### config.mk
export PLATFORM = sky130hd
export DESIGN_NAME = par_to_serial_flat
export DESIGN_NICKNAME = d
export VERILOG_FILES = /design/src/rtl/pcie_phy_pkg.sv /design/src/rtl/par_to_serial_if.sv /design/src/rtl/ps_hold_reg.sv /design/src/rtl/par_to_serial.sv /design/src/flat_wrapper.sv
export SDC_FILE = /design/constraint.sdc
export NUM_CORES = 1
export LEC_CHECK = 0
export CAP_MARGIN = 0
export CORE_ASPECT_RATIO = 1.2
export CORE_UTILIZATION = 58
export CTS_CLUSTER_SIZE = 40
export DETAILED_ROUTE_END_ITERATION = 16
export MAX_ROUTING_LAYER = met4
export PLACE_DENSITY = 0.82
export SKIP_CTS_REPAIR_TIMING = 1
export SYNTH_ARGS = -nofsm -noshare
export SYNTH_HDL_FRONTEND = slang
export SYNTH_SLANG_ARGS = --single-unit
### constraint.sdc
create_clock -name clk_32f -period 4.4 [get_ports clk_32f]
set_input_delay 0.88 -clock clk_32f [delete_from_list [all_inputs] [get_ports clk_32f]]
set_output_delay 0.88 -clock clk_32f [all_outputs]
set_load 0.02 [all_outputs]
### src/rtl/pcie_phy_pkg.sv
// Shared PHY constants and types: byte width, COM symbol, and the serializer state encoding.
package pcie_phy_pkg;

    localparam int unsigned BYTE_W     = 8;
    localparam int unsigned BIT_CNT_W  = $clog2(BYTE_W);
    localparam int unsigned SYNC_CNT_W = 8;

    localparam logic [BYTE_W-1:0] COM_K28_5 = 8'hBC;

    typedef enum logic {
        SYNC = 1'b0,
        RUN  = 1'b1
    } phy_state_e;

endpackage

### src/rtl/par_to_serial_if.sv
// Byte-in / bit-out handshake bundle of the parallel-to-serial converter.
interface par_to_serial_if;
    import pcie_phy_pkg::*;

    logic [BYTE_W-1:0] data_in;
    logic              valid_in;
    logic              ready_out;
    logic              data_out;
    logic              active_out;

    modport master (
        output data_in,
        output valid_in,
        input  ready_out,
        input  data_out,
        input  active_out
    );

    modport slave (
        input  data_in,
        input  valid_in,
        output ready_out,
        output data_out,
        output active_out
    );

endinterface

### src/rtl/ps_hold_reg.sv
// One-entry holding register between the byte handshake and the shifter, with its ready logic.
module ps_hold_reg
    import pcie_phy_pkg::*;
(
    input  logic              clk_32f,
    input  logic              reset,
    input  logic              run,
    input  logic              boundary,
    input  logic              valid_in,
    input  logic [BYTE_W-1:0] data_in,
    output logic              ready_c,
    output logic              hold_full,
    output logic [BYTE_W-1:0] hold
);

    logic accept_c;

    // A full hold can still take a byte on the boundary, because the shifter drains it that edge.
    assign ready_c  = run & (~hold_full | boundary);
    assign accept_c = valid_in & ready_c;

    always_ff @(posedge clk_32f or posedge reset) begin
        if (reset) begin
            hold      <= '0;
            hold_full <= 1'b0;
        end else if (accept_c) begin
            hold      <= data_in;
            hold_full <= 1'b1;
        end else if (boundary) begin
            hold_full <= 1'b0;
        end
    end

endmodule

### src/rtl/par_to_serial.sv
// Byte-to-bit serializer, MSB first, with post-reset COM sync burst and fill on idle.
// Define PAR_TO_SERIAL_IDLE_COM_EN to send IDLE_SYM as idle fill in RUN instead of 8'h00.
module par_to_serial
    import pcie_phy_pkg::*;
#(
    parameter logic [BYTE_W-1:0] IDLE_SYM   = COM_K28_5,
    parameter int unsigned       SYNC_BYTES = 4
) (
    input  logic           clk_32f,
    input  logic           reset,
    par_to_serial_if.slave bus
);

`ifdef PAR_TO_SERIAL_IDLE_COM_EN
    localparam logic [BYTE_W-1:0] RUN_FILL = IDLE_SYM;
`else
    localparam logic [BYTE_W-1:0] RUN_FILL = 8'h00;
`endif

    localparam logic [SYNC_CNT_W-1:0] SYNC_LAST = SYNC_CNT_W'(SYNC_BYTES - 1);
    localparam logic [BIT_CNT_W-1:0]  LAST_BIT  = BIT_CNT_W'(BYTE_W - 1);

    phy_state_e            state, state_nxt;
    logic [BIT_CNT_W-1:0]  bit_cnt, bit_cnt_nxt;
    logic [SYNC_CNT_W-1:0] sync_cnt, sync_cnt_nxt;
    logic [BYTE_W-1:0]     shreg, shreg_nxt;
    logic                  active, active_nxt;
    logic [BYTE_W-1:0]     fill;
    logic                  boundary;
    logic                  ready_c;
    logic                  hold_full;
    logic [BYTE_W-1:0]     hold;

    assign boundary = (bit_cnt == LAST_BIT);

    ps_hold_reg u_hold (
        .clk_32f  (clk_32f),
        .reset    (reset),
        .run      (state == RUN),
        .boundary (boundary),
        .valid_in (bus.valid_in),
        .data_in  (bus.data_in),
        .ready_c  (ready_c),
        .hold_full(hold_full),
        .hold     (hold)
    );

    always_ff @(posedge clk_32f or posedge reset) begin
        if (reset) begin
            state    <= SYNC;
            bit_cnt  <= '0;
            sync_cnt <= '0;
            shreg    <= IDLE_SYM;
            active   <= 1'b0;
        end else begin
            state    <= state_nxt;
            bit_cnt  <= bit_cnt_nxt;
            sync_cnt <= sync_cnt_nxt;
            shreg    <= shreg_nxt;
            active   <= active_nxt;
        end
    end

    // The reset-loaded symbol is sync byte 0; the byte loaded on the last sync boundary already belongs to RUN.
    always_comb begin
        state_nxt    = state;
        sync_cnt_nxt = sync_cnt;
        bit_cnt_nxt  = bit_cnt + BIT_CNT_W'(1);
        shreg_nxt    = {shreg[BYTE_W-2:0], 1'b0};
        active_nxt   = active;
        fill         = RUN_FILL;

        case (state)
            SYNC: begin
                fill = IDLE_SYM;
                if (boundary) begin
                    sync_cnt_nxt = sync_cnt + SYNC_CNT_W'(1);
                    if (sync_cnt == SYNC_LAST) begin
                        state_nxt = RUN;
                        fill      = RUN_FILL;
                    end
                end
            end
            RUN: begin
                fill = RUN_FILL;
            end
        endcase

        if (boundary) begin
            if (hold_full) begin
                shreg_nxt  = hold;
                active_nxt = 1'b1;
            end else begin
                shreg_nxt  = fill;
                active_nxt = 1'b0;
            end
        end
    end

    assign bus.data_out   = shreg[BYTE_W-1];
    assign bus.active_out = active;
    assign bus.ready_out  = ready_c;

endmodule

### src/flat_wrapper.sv
// flat-port wrapper written by rule: the top's interface ports become plain ports
module par_to_serial_flat import pcie_phy_pkg::*;
#(
    parameter logic [BYTE_W-1:0] IDLE_SYM   = COM_K28_5,
    parameter int unsigned       SYNC_BYTES = 4
)
  (clk_32f, reset, bus_data_in, bus_valid_in, bus_ready_out, bus_data_out, bus_active_out);
  par_to_serial_if bus_i ();
  input  logic clk_32f;
  input  logic reset;
  input wire logic [$bits(bus_i.data_in)-1:0] bus_data_in;
  input wire logic [$bits(bus_i.valid_in)-1:0] bus_valid_in;
  output wire logic [$bits(bus_i.ready_out)-1:0] bus_ready_out;
  output wire logic [$bits(bus_i.data_out)-1:0] bus_data_out;
  output wire logic [$bits(bus_i.active_out)-1:0] bus_active_out;
  assign bus_i.data_in = bus_data_in;
  assign bus_i.valid_in = bus_valid_in;
  assign bus_ready_out = bus_i.ready_out;
  assign bus_data_out = bus_i.data_out;
  assign bus_active_out = bus_i.active_out;
  par_to_serial #(.IDLE_SYM(IDLE_SYM), .SYNC_BYTES(SYNC_BYTES)) u_core (.clk_32f(clk_32f), .reset(reset), .bus(bus_i));
endmodule
==> results.yml, run 1 <==
outcome:
  status: "completed"
power_and_ir_drop:
  power.leakage_uw: 0.0006606
  ir_drop_mv: 0.2974
  pwr_density_cell_mw_per_mm2: 369.4
detailed_routing:
  top_layer_used: "met4"
  dr_wl_met2_um: 957
  drt-pass1-iter-count: 4
  wire_per_inst_um: 14.31
  drtIter0Drc: 22
  vias: 752
  met3_length_um: 66
  ant_nets: 0
  drt_wl_total_um: 1961
  drc_errors: 0
  avgViaCountPerCell: 5.489
  wl_met1_um: 874
sta:
  clock_skew_ps: 6.503
  maxSlewViolCount: 0
  rsz0062_at_grt: "false"
  slew_headroom_pct: 27.37
  max_freq_ghz: 0.3297
  setup_violations: 0
  whs_ps: 443.3
  finalCritPeriodShare_pct: 68.93
  fin_crit_ps: 3033
  finalHoldViolations: 0
  worst_pin_slew_ps: 1088
  setup_tns_ps: 0
floorplan:
  dieArea_mm2: 0.002332
  initial_utilization_pct: 60.62
  die_y_um: 52.70
  pin_count: 14
  rows: 18
  fp.dieW_um: 44.25
  core_mm2: 0.002049
worst_setup_path:
  crit_start: "u_core.bit_cnt[0]"
  start_kind: "flip-flop"
  path_cells: "ha_1 -> ha_1 -> nand2b_2 -> and2_1 -> clkdlybuf4s50_1"
  crit_cells: 5
  rr_startpoint: "u_core.bit_cnt[0]"
  critPathTopFamily: "buffers and inverters"
  arrival_ps: 2150
  required_ps: 3520
  reg2reg_slack_ps: 2590
  ff2ff_path_depth: 5
  cp_slowest_stage_delay_ps: 530
  cp_slowest_cell: "clkdlybuf4s50_1"
  critPathBufInv: 1
  path_max_fanout: 11
  crit_top_cell: "ha_1"
  path_class: "reg -> out"
  endpoint_kind: "output pin"
clocking:
  cts.sinks: 30
  cts_tree: "done"
  cts_buffers: 5
  worstSkewPairLatency_ps: 330
  clock_path_buffers: 2
  clkTransAtPathRegs_ps: 90
  cts_root_buf: "clkbuf_4"
  cts_max_level: 2
placed_design:
  gp_congestion: 0.8191
  hpwl_um: 1385
  dp_cells: 129
  portBuffers: 13
layout:
  post-route-util_pct: 71.37
  final_cell_mix: "dfrtp_1 (25), clkdlybuf4s50_1 (13), mux2_2 (9), clkbuf_4 (5), dfstp_2 (5)"
  area_growth_pct: 17.72
  antenna_cells: 0
  drive_above_1_share_pct: 26.17
  layout_commonest_cell: "dfrtp_1"
  final_nets: 120
  finalNonFillerCells: 137
synthesis:
  netlist_area_mm2: 0.001242
  synth_simple_gate_area_share_pct: 12.69
  synth_cell_types: 29
  syn_nets: 101
  synth_xor_area_share_pct: 4.935
  ys_seq_elements: 30
  ys_seq_area_share_pct: 60.93
  yosysWarnings: 0
  synth_top_family_by_area: "simple AND/OR/NAND/NOR gates"
  avgSynthCellArea_um2: 14.28
  synthCells: 87
  synthMuxAreaShare_pct: 8.157
  synth_fa_ha_area_share_pct: 3.021
  synth_compound_area_share_pct: 8.459
grt:
  groute.usage.overall_pct: 22.50
  grt_pass1_wl_um: 3443
  grt_overflow_total: 0
  grt_pass1_vias: 769
  grt_max_degree: 31
  antenna_found_initial: 0
hold_path:
  worstHoldStart: "u_core.bit_cnt[0]"
  hold_path.class: "reg -> reg"
  holdPathStages: 1
run:
  cap_violations: 0
through the flow:
step / area, um^2 / power, uW / worst slack [ps]
2_1_floorplan: 1242 / 356.9 / 2233
5_1_grt: 1463 / 563.5 / 1247
6_report: 1463 / 540.3 / 1367
4_1_cts: 1463 / 548.8 / 1347
3_5_place_dp: 1403 / 380.9 / 1724
3_3_place_gp: 1403 / 377.4 / 1784
area by class of cell:
type | instances | area (um^2)
inverters | 4 | 15.01
clock inverters | 1 | 5.005
multi-input cells | 52 | 462.9
well taps | 30 | 37.54
repair buffers | 13 | 130.1
clock buffers | 7 | 55.05
flip-flops and latches | 30 | 757.0
fillers | 146 | 586.8
routing by layer:
layer | global-route usage, % | vias up
met5 | - | -
met4 | 15.15 | 0
met3 | 6.207 | 8
met2 | 33.58 | 14
met1 | 26.33 | 380
li1 | - | 350
power by group:
group          total [uW]  leakage [uW]  internal [uW]  switching, uW
registers             320      0.000358            308           11.6
logic                54.2      0.000267           34.2           19.9
clock network         166     0.0000353           77.3           88.8
worst register-to-register path, delay by kind of cell (launching register included):
family,cells,cell delay (ps)
mux,1,370
simple gates,2,450
fa+ha+maj,2,490
flops,1,400
state kept, by name, indices dropped and copies added, names as in the netlist:
register,cells
u_core.bus.active_out,1
u_core.shreg,8
u_core.u_hold.hold_full,1
u_core.bit_cnt,3
u_core.state,1
u_core.u_hold.hold,8
u_core.sync_cnt,8
synthesized netlist by cell type:
library cell | n | share of area (%)
nor3_1 | 2 | 0.81
nor3_2 | 1 | 0.81
a21o_1 | 1 | 0.60
mux2_2 | 9 | 8.2
nand3_1 | 1 | 0.40
nand4_1 | 3 | 1.5
o21ai_0 | 1 | 0.40
inv_1 | 4 | 1.2
a31o_2 | 1 | 0.71
nor2_1 | 1 | 0.30
nor4b_4 | 1 | 1.9
a221o_1 | 3 | 2.4
nand2b_2 | 1 | 0.71
ha_1 | 3 | 3.0
nand2_1 | 4 | 1.2
and2_1 | 2 | 1.0
dfstp_2 | 5 | 11
xor2_1 | 4 | 2.8
nand3b_1 | 1 | 0.60
xnor2_1 | 3 | 2.1
nand3_2 | 1 | 0.81
a2111oi_4 | 1 | 2.2
a22o_1 | 1 | 0.71
a211o_1 | 2 | 1.4
buf_4 | 1 | 0.60
and3_1 | 3 | 1.5
dfrtp_1 | 25 | 50
and3_2 | 1 | 0.60
nor2b_1 | 1 | 0.50
final timing paths:
kind | to
min reg2reg | u_core.bit_cnt[0]
max | bus_ready_out
max in group asynchronous | u_core.u_hold.hold[5]
max reg2reg | u_core.u_hold.hold[6]
min | u_core.bit_cnt[0]
min in group asynchronous | u_core.u_hold.hold_full
cells by family after synthesis:
family                     after synthesis
muxes                                    9
adders and majority gates                3
DFF                                     30
xor gates and xnor gates                 7
and+or+nand+nor                         23
buffers and inverters                    5
AOI/OAI and AO/OA                       10
Power figures use the tool's default switching activity.
==> inputs of run 2 (changes only) <==
CORE_UTILIZATION = 53   (was 58)
PLACE_DENSITY = 0.76   (was 0.82)
clock period = 2.95 ns   (was 4.4 ns; I/O delays follow)
==> results.yml, run 2 (synthesis gave the netlist of run 1 again) <==
grt:
  groute.usage.overall_pct: 20.27
  grt_pass1_vias: 748
  grt_pass1_wl_um: 3291
  grt_overflow_total: 0
  antenna_found_initial: 0
  grt_max_degree: 31
worst_setup_path:
  crit_cells: 5
  start_kind: "flip-flop"
  path_max_fanout: 11
  cp_slowest_cell: "clkdlybuf4s50_1"
  ff2ff_path_depth: 5
  critPathBufInv: 1
  critPathTopFamily: "buffers and inverters"
  path_cells: "ha_1 -> ha_1 -> nand2b_2 -> and2_1 -> clkdlybuf4s50_1"
  crit_top_cell: "ha_1"
  required_ps: 2360
  cp_slowest_stage_delay_ps: 530
  path_class: "reg -> out"
  arrival_ps: 2120
  endpoint_kind: "output pin"
clocking:
  clock_path_buffers: 2
  cts_tree: "done"
  clkTransAtPathRegs_ps: 80
  worstSkewPairLatency_ps: 320
  cts.sinks: 30
  cts_buffers: 5
  cts_max_level: 2
  cts_root_buf: "clkbuf_4"
hold_path:
  hold_path.class: "reg -> reg"
  holdPathStages: 1
sta:
  clock_skew_ps: 7.075
  maxSlewViolCount: 0
  max_freq_ghz: 0.3694
  setup_violations: 0
  worst_slack_ps: 242.7
  worst_pin_slew_ps: 410.9
  setup_tns_ps: 0
  rsz0062_at_grt: "false"
  slew_headroom_pct: 72.61
  finalHoldViolations: 0
  fin_crit_ps: 2707
  finalCritPeriodShare_pct: 91.77
detailed_routing:
  avgViaCountPerCell: 5.413
  drt-pass1-iter-count: 4
  drtIter0Drc: 5
  wire_per_inst_um: 13.80
  drt_wl_total_um: 1905
  vias: 747
  drc_errors: 0
  ant_nets: 0
layout:
  register_area_um2: 757.0
  multi_input_area_um2: 462.9
  antenna_cells: 0
  drive_above_1_share_pct: 27.78
  nFillCells: 162
  layout_commonest_cell: "dfrtp_1"
  largestRegisters: "u_core.shreg: 8 flops, u_core.sync_cnt: 8 flops, u_core.u_hold.hold: 8 flops"
  area_growth_pct: 19.84
  post-route-util_pct: 69.59
  final_nets: 121
  final_cell_mix: "dfrtp_1 (25), clkdlybuf4s50_1 (13), mux2_2 (9), clkbuf_4 (5), dfstp_2 (5)"
power_and_ir_drop:
  power.leakage_uw: 0.0006747
  totalPowerFinal_uw: 850.2
  ir_drop_mv: 0.4652
  pwr_density_cell_mw_per_mm2: 571.0
floorplan:
  rows: 18
  fp.dieW_um: 46.20
  pin_count: 14
  die_y_um: 55.04
  core_mm2: 0.002140
  dieArea_mm2: 0.002543
  initial_utilization_pct: 58.07
placed_design:
  portBuffers: 13
  post-place-ws_ps: 572.0
  hpwl_um: 1421
  gp_congestion: 0.8933
run:
  cap_violations: 0
outcome:
  status: "completed"
==> run 2: path summary, 6_finish.rpt <==
path                                    from                       to  slack (ps)
min in group asynchronous              reset  u_core.u_hold.hold_full         620
setup / recovery           u_core.bit_cnt[0]            bus_ready_out         240
setup reg to reg           u_core.bit_cnt[0]    u_core.u_hold.hold[6]        1170
max in group asynchronous              reset          u_core.shreg[7]        2020
hold / removal             u_core.bit_cnt[0]        u_core.bit_cnt[0]         430
hold reg to reg            u_core.bit_cnt[0]        u_core.bit_cnt[0]         430
==> run 2: final cells by class <==
type	instances	share of cell area [%]
Sequential cell	30	50.84
Multi-Input combinational cell	52	31.09
Timing Repair Buffer	14	9.244
Clock buffer	8	5.294
Tap cell	30	2.521
Inverter	4	1.008
==> run 2: report_power, final <==
part | total, uW | leakage [uW] | internal, uW | switching, uW
Clock | 292 | 0.0000446 | 163 | 129
Combinational | 81.4 | 0.000272 | 52.0 | 29.4
Sequential | 477 | 0.000358 | 460 | 17.0
==> run 2: per-stage QoR <==
| stage | hold WS, ps | cell area (um^2) | instances |
|---|---|---|---|
| 2_1_floorplan | 400.6 | 1242 | 87 |
| 3_3_place_gp | 409.5 | 1410 | 130 |
| 3_5_place_dp | 426.9 | 1410 | 130 |
| 4_1_cts | 439.2 | 1489 | 138 |
| 5_1_grt | 455.1 | 1489 | 138 |
| 6_report | 429.8 | 1489 | 138 |
==> run 2: metal layers <==
layer	global-route usage [%]	up-vias	wire length, um	share of wire (%)
li1	-	354	-	-
met1	22.20	369	812	43
met2	31.92	19	968	51
met3	8.766	5	89	4.7
met4	8.824	0	35	1.8
met5	-	-	0	0
==> inputs of run 3 (changes only) <==
CORE_UTILIZATION = 56   (was 53)
CTS_BUF_LIST = sky130_fd_sc_hd__clkbuf_4   (was not set)
PLACE_DENSITY = 0.8   (was 0.76)
==> results.yml, run 3 (synthesis gave the netlist of run 1 again) <==
outcome:
  status: "completed"
grt:
  grt_max_degree: 31
  grt_pass1_wl_um: 3381
  grt_pass1_vias: 750
  grt_overflow_total: 0
  antenna_found_initial: 0
  groute.usage.overall_pct: 22.25
power_and_ir_drop:
  internal_power_uw: 611.9
  ir_drop_mv: 0.4322
  seqPwrFrac_pct: 59.8
  power.leakage_uw: 0.0006656
  p_comb_share_pct: 10.3
  power.switching_uw: 187.0
  pwr_density_cell_mw_per_mm2: 545.3
  swShare_pct: 23.41
  totalPowerFinal_uw: 798.9
  pwr-share-clk_pct: 29.9
floorplan:
  die_y_um: 53.60
  fp.dieW_um: 45
  core_mm2: 0.002072
  dieArea_mm2: 0.002412
  initial_utilization_pct: 59.96
  pin_count: 14
  rows: 18
detailed_routing:
  ant_nets: 0
  drc_errors: 0
  vias: 737
  drt-pass1-iter-count: 2
  avgViaCountPerCell: 5.341
  top_layer_used: "met4"
  dr_wl_met2_um: 962
  wl_met1_um: 825
  met3_length_um: 67
  drt_wl_total_um: 1930
  wire_per_inst_um: 13.99
  drtIter0Drc: 5
clocking:
  clkTransAtPathRegs_ps: 70
  cts_buffers: 5
  cts_tree: "done"
  worstSkewPairLatency_ps: 340
  cts_max_level: 2
  cts_root_buf: "clkbuf_4"
  clock_path_buffers: 2
  cts.sinks: 30
layout:
  stdcell_area_mm2: 0.001465
  drive_above_1_share_pct: 27.78
  largestRegisters: "u_core.shreg: 8 flops, u_core.sync_cnt: 8 flops, u_core.u_hold.hold: 8 flops"
  antenna_cells: 0
  final_nets: 121
  area_growth_pct: 17.93
  layout_commonest_cell: "dfrtp_1"
  nFillCells: 158
  final_cell_mix: "dfrtp_1 (25), clkdlybuf4s50_1 (13), mux2_2 (9), clkbuf_4 (6), dfstp_2 (5)"
  post-route-util_pct: 70.71
sta:
  max_freq_ghz: 0.3699
  slew_headroom_pct: 70.99
  clock_skew_ps: 19.64
  worst_pin_slew_ps: 435.1
  finalHoldViolations: 0
  rsz0062_at_grt: "false"
  setup_violations: 0
  maxSlewViolCount: 0
  finalCritPeriodShare_pct: 91.64
  fin_crit_ps: 2703
  setup_tns_ps: 0
worst_setup_path:
  path_class: "reg -> out"
  reg2reg_slack_ps: 1180
  required_ps: 2360
  crit_start: "u_core.bit_cnt[0]"
  path_max_fanout: 11
  start_kind: "flip-flop"
  endpoint_kind: "output pin"
  timing.rr.end: "u_core.u_hold.hold[0]"
  arrival_ps: 2110
  endpoint: "bus_ready_out"
  ff2ff_path_depth: 5
  rr_startpoint: "u_core.bit_cnt[0]"
run:
  cap_violations: 0
placed_design:
  gp_congestion: 0.7986
  postPlaceCellArea_mm2: 0.001410
  hpwl_um: 1333
  portBuffers: 13
hold_path:
  worstHoldStart: "u_core.bit_cnt[0]"
  hold_path.class: "reg -> reg"
==> run 3: routing by layer <==
layer	global-route usage [%]	vias to the layer above
met5	-	-
met4	18.18	0
met3	6.040	9
met2	32.37	13
met1	25.51	361
li1	-	354
==> run 3: metrics by stage <==
stage	worst slack, ps	cells	hold WS (ps)
2_1_floorplan	1073	87	400.6
3_3_place_gp	625.3	130	409.5
3_5_place_dp	587.6	130	424.1
4_1_cts	216.9	138	436.0
5_1_grt	143.2	138	465.9
6_report	246.6	138	430.8
==> run 3: how the worst min path moves through the flow <==
stage | to | slack [ps] | depth (start not counted)
5_1_grt | u_core.bit_cnt[0] | 470 | 1
2_1_floorplan | u_core.bit_cnt[0] | 400 | 1
6_report | u_core.bit_cnt[0] | 430 | 1
3_3_place_gp | u_core.bit_cnt[0] | 410 | 1
4_1_cts | u_core.bit_cnt[0] | 440 | 1
3_5_place_dp | u_core.bit_cnt[0] | 420 | 1
==> run 3: layout make-up <==
cell class              instances  area [um^2]  area share (%)
well taps                      30        37.54           2.562
repair buffers                 14        137.6           9.394
flip-flops and latches         30        757.0           51.67
clock buffers                   6        45.04           3.074
inverters                       4        15.01           1.025
multi-input cells              52        462.9           31.60
clock inverters                 2        10.01          0.6832
==> run 3: critical path, stage by stage, from the launching register on <==
cell	delay [ps]
dfrtp_1	380
ha_1	200
ha_1	280
nand2b_2	230
and2_1	160
clkdlybuf4s50_1	530
==> run 3: power groups by stage <==
stage / Combinational (uW) / Sequential (uW) / Clock, uW
floorplan: 47.1 / 485 / 0
global placement: 80.3 / 484 / 0
detailed placement: 83.6 / 485 / 0
CTS: 84.1 / 477 / 250
global route: 89.5 / 483 / 265
finish: 82.6 / 478 / 239
==> patch 1 (config.mk and constraints of run 2) <==
Build with the macro `PAR_TO_SERIAL_IDLE_COM_EN` defined.
--- a/src/rtl/par_to_serial.sv
+++ b/src/rtl/par_to_serial.sv
@@ -2,2 +2,4 @@
 // Define PAR_TO_SERIAL_IDLE_COM_EN to send IDLE_SYM as idle fill in RUN instead of 8'h00.
+`define PAR_TO_SERIAL_IDLE_COM_EN
+
 module par_to_serial
Behaviour: no difference found for any inputs over 10 cycles, from zero or initial values and one cycle with reset high; that may be too few to reach the edited logic, so the function may still have changed.
==> patch 1 against run 2 <==
- synthesized area down 3.1%
- final area down 3.4%
- worst setup slack better by 0.16 ns
- sequential cell count unchanged
- routed wire length down 8.2%
- clock skew up 0.0065 ns
- total power down 4.0%
- cell count up 2.9%
- largest power group unchanged
==> patch 1: results (changes against run 2) <==
** Finish
- Net count, final :: 125 (+3.3%)
- Share of post-route cells with drive strength above 1 :: 0.2321 (-0.04563)
- Number of antenna repair diodes :: 0 (unchanged)
- Filler Cell Count :: 153 (-5.6%)

** Timing
- Worst clock skew on the final layout :: 0.01360 ns (+0.006525 ns)
- Worst hold-check slack :: 0.4435 ns (+0.01374 ns)
- Final critical delay including setup and external delays :: 2.547 ns (-0.1602 ns)
- Slew at the pin with the worst max-slew slack :: 0.3661 ns (-0.04480 ns)

** Drt
- Routed Wire Length :: 1748 um (-8.2%)
- Number of DRC markers after the initial detailed-route iteration :: 6 (+1)
- The via-per-instance ratio was 5.127 (-5.3%).
- Number of search-and-repair iterations in the first detailed-routing pass :: 3 (-1)

** Setup path
- On the critical path, the stage with the largest delay is an instance of sky130_fd_sc_hd__clkdlybuf4s50_1.
- Following the worst setup path forward leads to its endpoint at bus_ready_out.
- Arrival @ worst endpoint :: 1.96 ns (-0.16 ns)
- In this run the critical register-to-register path is captured at u_core.sync_cnt[1].
- Length in cells of the worst reg-to-reg path :: 5 (unchanged)
- Maximum fanout count along the critical path :: 3 (-8)
- Reg-to-reg slack, setup :: 1.37 ns (+0.20 ns)

** Yosys
- Ys flop type :: sky130_fd_sc_hd__dfrtp_1
- The number of distinct library cell variants in the gate-level netlist after synthesis is 25 (-14%).
- Top cells by area, synth :: sky130_fd_sc_hd__dfrtp_1 52%, sky130_fd_sc_hd__dfstp_2 11%, sky130_fd_sc_hd__mux2_2 8.4%
- The post-synth net total was 105 (+4.0%).
- Leading post-synthesis cells by instance count :: 25 x sky130_fd_sc_hd__dfrtp_1, 9 x sky130_fd_sc_hd__mux2_2, 7 x sky130_fd_sc_hd__inv_1
- The post-synthesis async set-or-reset flop share is 1.000 (unchanged).
- Register area share after synthesis :: 0.6289 (+0.01963)

** Hold path
- The worst hold path begins at u_core.bit_cnt[0].
- Worst hold path cell count :: 1 (unchanged)
- Min-delay worst type :: reg2reg

** Pwr
- The combinational power came to 84.1 uW (+3.3%).
- The cell leakage power was 0.6677 nW (-1.0%).
- The worst IR drop on VDD is 0.4279 mV (-8.0%).
- Part of the total power dissipated in the clock network :: 0.313 (-0.030)
- Cell internal pwr :: 623.6 uW (-7.6%)

** CTS
- The clock slew at the register clock pins of the worst setup and hold paths is 0.08 ns (about the same).

** Status
- The run finished with clean final reports.

** GRT
- Global-route wire length before repair :: 2960 um (-10%)
- Via count of the first global-routing pass :: 713 (-4.7%)
- The total routing usage reported by global routing came to 0.1835 (-0.01915).

** Placement
- Placement-stage worst setup slack :: 0.7491 ns (+0.1771 ns)
- Detailed-placement wirelength estimate :: 1247 um (-12%)
- The weighted congestion at the end of routability-driven global placement is 0.6674 (-25%).
==> patch 1: changes by cell type in the layout (fill, tap and decap cells not counted), sizes merged, moves of 3 or more <==
cell,run 2,this run
nor2,1,4
o22a,0,3
inv,4,7
and3,4,1
a221o,3,0
==> patch 1: cell type report <==
cell class / instances / share of cell area
Sequential cell: 30 / 0.5265
Multi-Input combinational cell: 52 / 0.2837
Timing Repair Buffer: 15 / 0.1010
Clock buffer: 6 / 0.03568
Tap cell: 30 / 0.02611
Inverter: 7 / 0.01828
Clock inverter: 2 / 0.008703
==> patch 1: cell families (layout without fill, tap and decap cells) <==
logic type,count (synthesis),after routing,share of synthesized area
AND/OR/NAND/NOR,24,24,0.1216
XOR/XNOR,7,7,0.05094
AO/OA/AOI/OAI,9,9,0.05094
multiplexers,9,9,0.08420
adder cells (fa/ha/maj),3,3,0.03119
buffers and inverters,9,30,0.03223
flip-flops,30,30,0.6289
==> patch 1: stage by stage <==
| step | utilization | instances | power (mW) | area, um2 |
|---|---|---|---|---|
| 2_1_floorplan | - | 91 | 0.5328 | 1204 |
| 3_3_place_gp | 0.6559 | 134 | 0.5647 | 1374 |
| 3_5_place_dp | 0.6559 | 134 | 0.5719 | 1374 |
| 4_1_cts | 0.6864 | 142 | 0.8284 | 1438 |
| 5_1_grt | 0.6864 | 142 | 0.8515 | 1438 |
| 6_report | 0.6864 | 142 | 0.8158 | 1438 |
==> patch 1: routing by layer <==
metal / vias to the layer above / wire length [um] / GRT usage
met5: - / 0 / -
met4: 0 / 48 / 0.1212
met3: 7 / 74 / 0.06040
met2: 14 / 859 / 0.2714
met1: 356 / 764 / 0.2101
li1: 351 / - / -
==> patch 2 (flow settings as in run 2) <==
Without the edit above. One comparison of `sync_cnt` changes from == to >=.
--- a/src/rtl/par_to_serial.sv
+++ b/src/rtl/par_to_serial.sv
@@ -77,3 +77,3 @@
                     sync_cnt_nxt = sync_cnt + SYNC_CNT_W'(1);
-                    if (sync_cnt == SYNC_LAST) begin
+                    if (sync_cnt >= SYNC_LAST) begin
                         state_nxt = RUN;
Formal check against the unedited RTL: same outputs for any inputs over 10 cycles, from zero or initial values and one cycle with reset high; that may be too few to reach the edited logic, so the function may still have changed.
==> patch 2 against run 2 <==
- synthesized area down 2.7%
- fmax up 3.4%
- clock power up 9.2%
- sequential cell count unchanged
- routed wire length up 0.16%
- total power up 3.5%
- worst setup slack better by 0.090 ns
- final area down 2.9%
- clock skew up 0.0014 ns
==> patch 2: results (changes against run 2) <==
** Status
- Run status :: finished, final reports clean

** Placement
- The final HPWL from detailed placement is 1272 um (-10%).
- The cell total after placement came to 126 (-3.1%).

** Setup path
- Reg-to-reg slack, setup :: 1.08 ns (-0.09 ns)
- The largest fanout on the critical path was 5 (-6).
- Endpoint of the worst-slack reg-to-reg timing path :: u_core.shreg[4]
- The signal arrival time at the worst endpoint is 2.03 ns (-0.09 ns).

** Yosys
- The sequential area share after synthesis is 0.6263 (+0.01703).
- The fraction of synthesized area in multiplexers was 0.08385 (+0.002280).
- The fraction of the mapped netlist area in adder cells is 0.03106 (+0.0008444).
- By area the synthesized netlist is led by sky130_fd_sc_hd__dfrtp_1 52%, sky130_fd_sc_hd__dfstp_2 11%, sky130_fd_sc_hd__mux2_2 8.4%.
- The number of distinct library cell variants in the gate-level netlist after synthesis is 26 (-10%).
- The xor and xnor area share after synthesis is 0.05072 (+0.001379).
- Leading post-synthesis cells by instance count :: 25 x sky130_fd_sc_hd__dfrtp_1, 9 x sky130_fd_sc_hd__mux2_2, 6 x sky130_fd_sc_hd__xnor2_1
- The fraction of the mapped netlist area in compound gates came to 0.07143 (-0.01316).

** Drt
- The initial detailed-routing violation count came to 7 (+2).
- Routed Wire Length :: 1908 um (+0.16%)
- Number of search-and-repair iterations in the first detailed-routing pass :: 5 (+1)
- The final routed wire length divided by cell count came to 14.24 um (+3.1%).

** GRT
- Via count of the first global-routing pass :: 718 (-4.0%)
- The met2 usage is 0.2833 (-0.03592).
- All-layer global routing usage :: 0.2057 (+0.002975)
- The global routing met1 resource utilization was 0.2462 (+0.02417).
- The routing usage on met3 is 0.09901 (+0.01135).
- The wire length of the first global-routing pass was 3243 um (-1.5%).

** Timing
- Worst clock skew on the final layout :: 0.008508 ns (+0.001432 ns)
- The transition time at the pin with the least slew margin came to 0.6546 ns (+0.2438 ns).

** Pwr
- Max VDD drop :: 0.4662 mV (+0.21%)
- The sequential logic power came to 476 uW (about the same).
- The clock-net power is 319 uW (+9.2%).
- The cell leakage power came to 0.6486 nW (-3.9%).

** Finish
- The share of cell area taken by multi-input logic gates was 0.2941 (-0.01681).
- The final net count is 117 (-3.3%).
- The share of layout cells above drive strength 1 is 0.3077 (+0.02991).
- The sequential share of cell area came to 0.5234 (+0.01495).
- The layout buffering overhead excluding clock cells is 0.09516 (+0.002719).
- The final-layout clock buffer total came to 5 (-3).
patch 2: per-stage QoR:
| stage | util | instance area [um2] | setup WS, ns | hold WS [ns] | total power, mW |
|---|---|---|---|---|---|
| finish | 0.6906 | 1446 | 0.3325 | 0.4460 | 0.8797 |
| global route | 0.6906 | 1446 | 0.2345 | 0.4801 | 0.9136 |
| CTS | 0.6906 | 1446 | 0.3209 | 0.4528 | 0.8856 |
| detailed placement | 0.6535 | 1369 | 0.6898 | 0.4385 | 0.5695 |
| global placement | 0.6535 | 1369 | 0.7292 | 0.4097 | 0.5653 |
| floorplan | - | 1209 | 1.203 | 0.4006 | 0.5346 |
patch 2: per-layer routing:
layer	vias up	wire length [um]
met3	6	88
met2	16	975
li1	336	-
met5	-	0
met4	0	35
met1	353	809
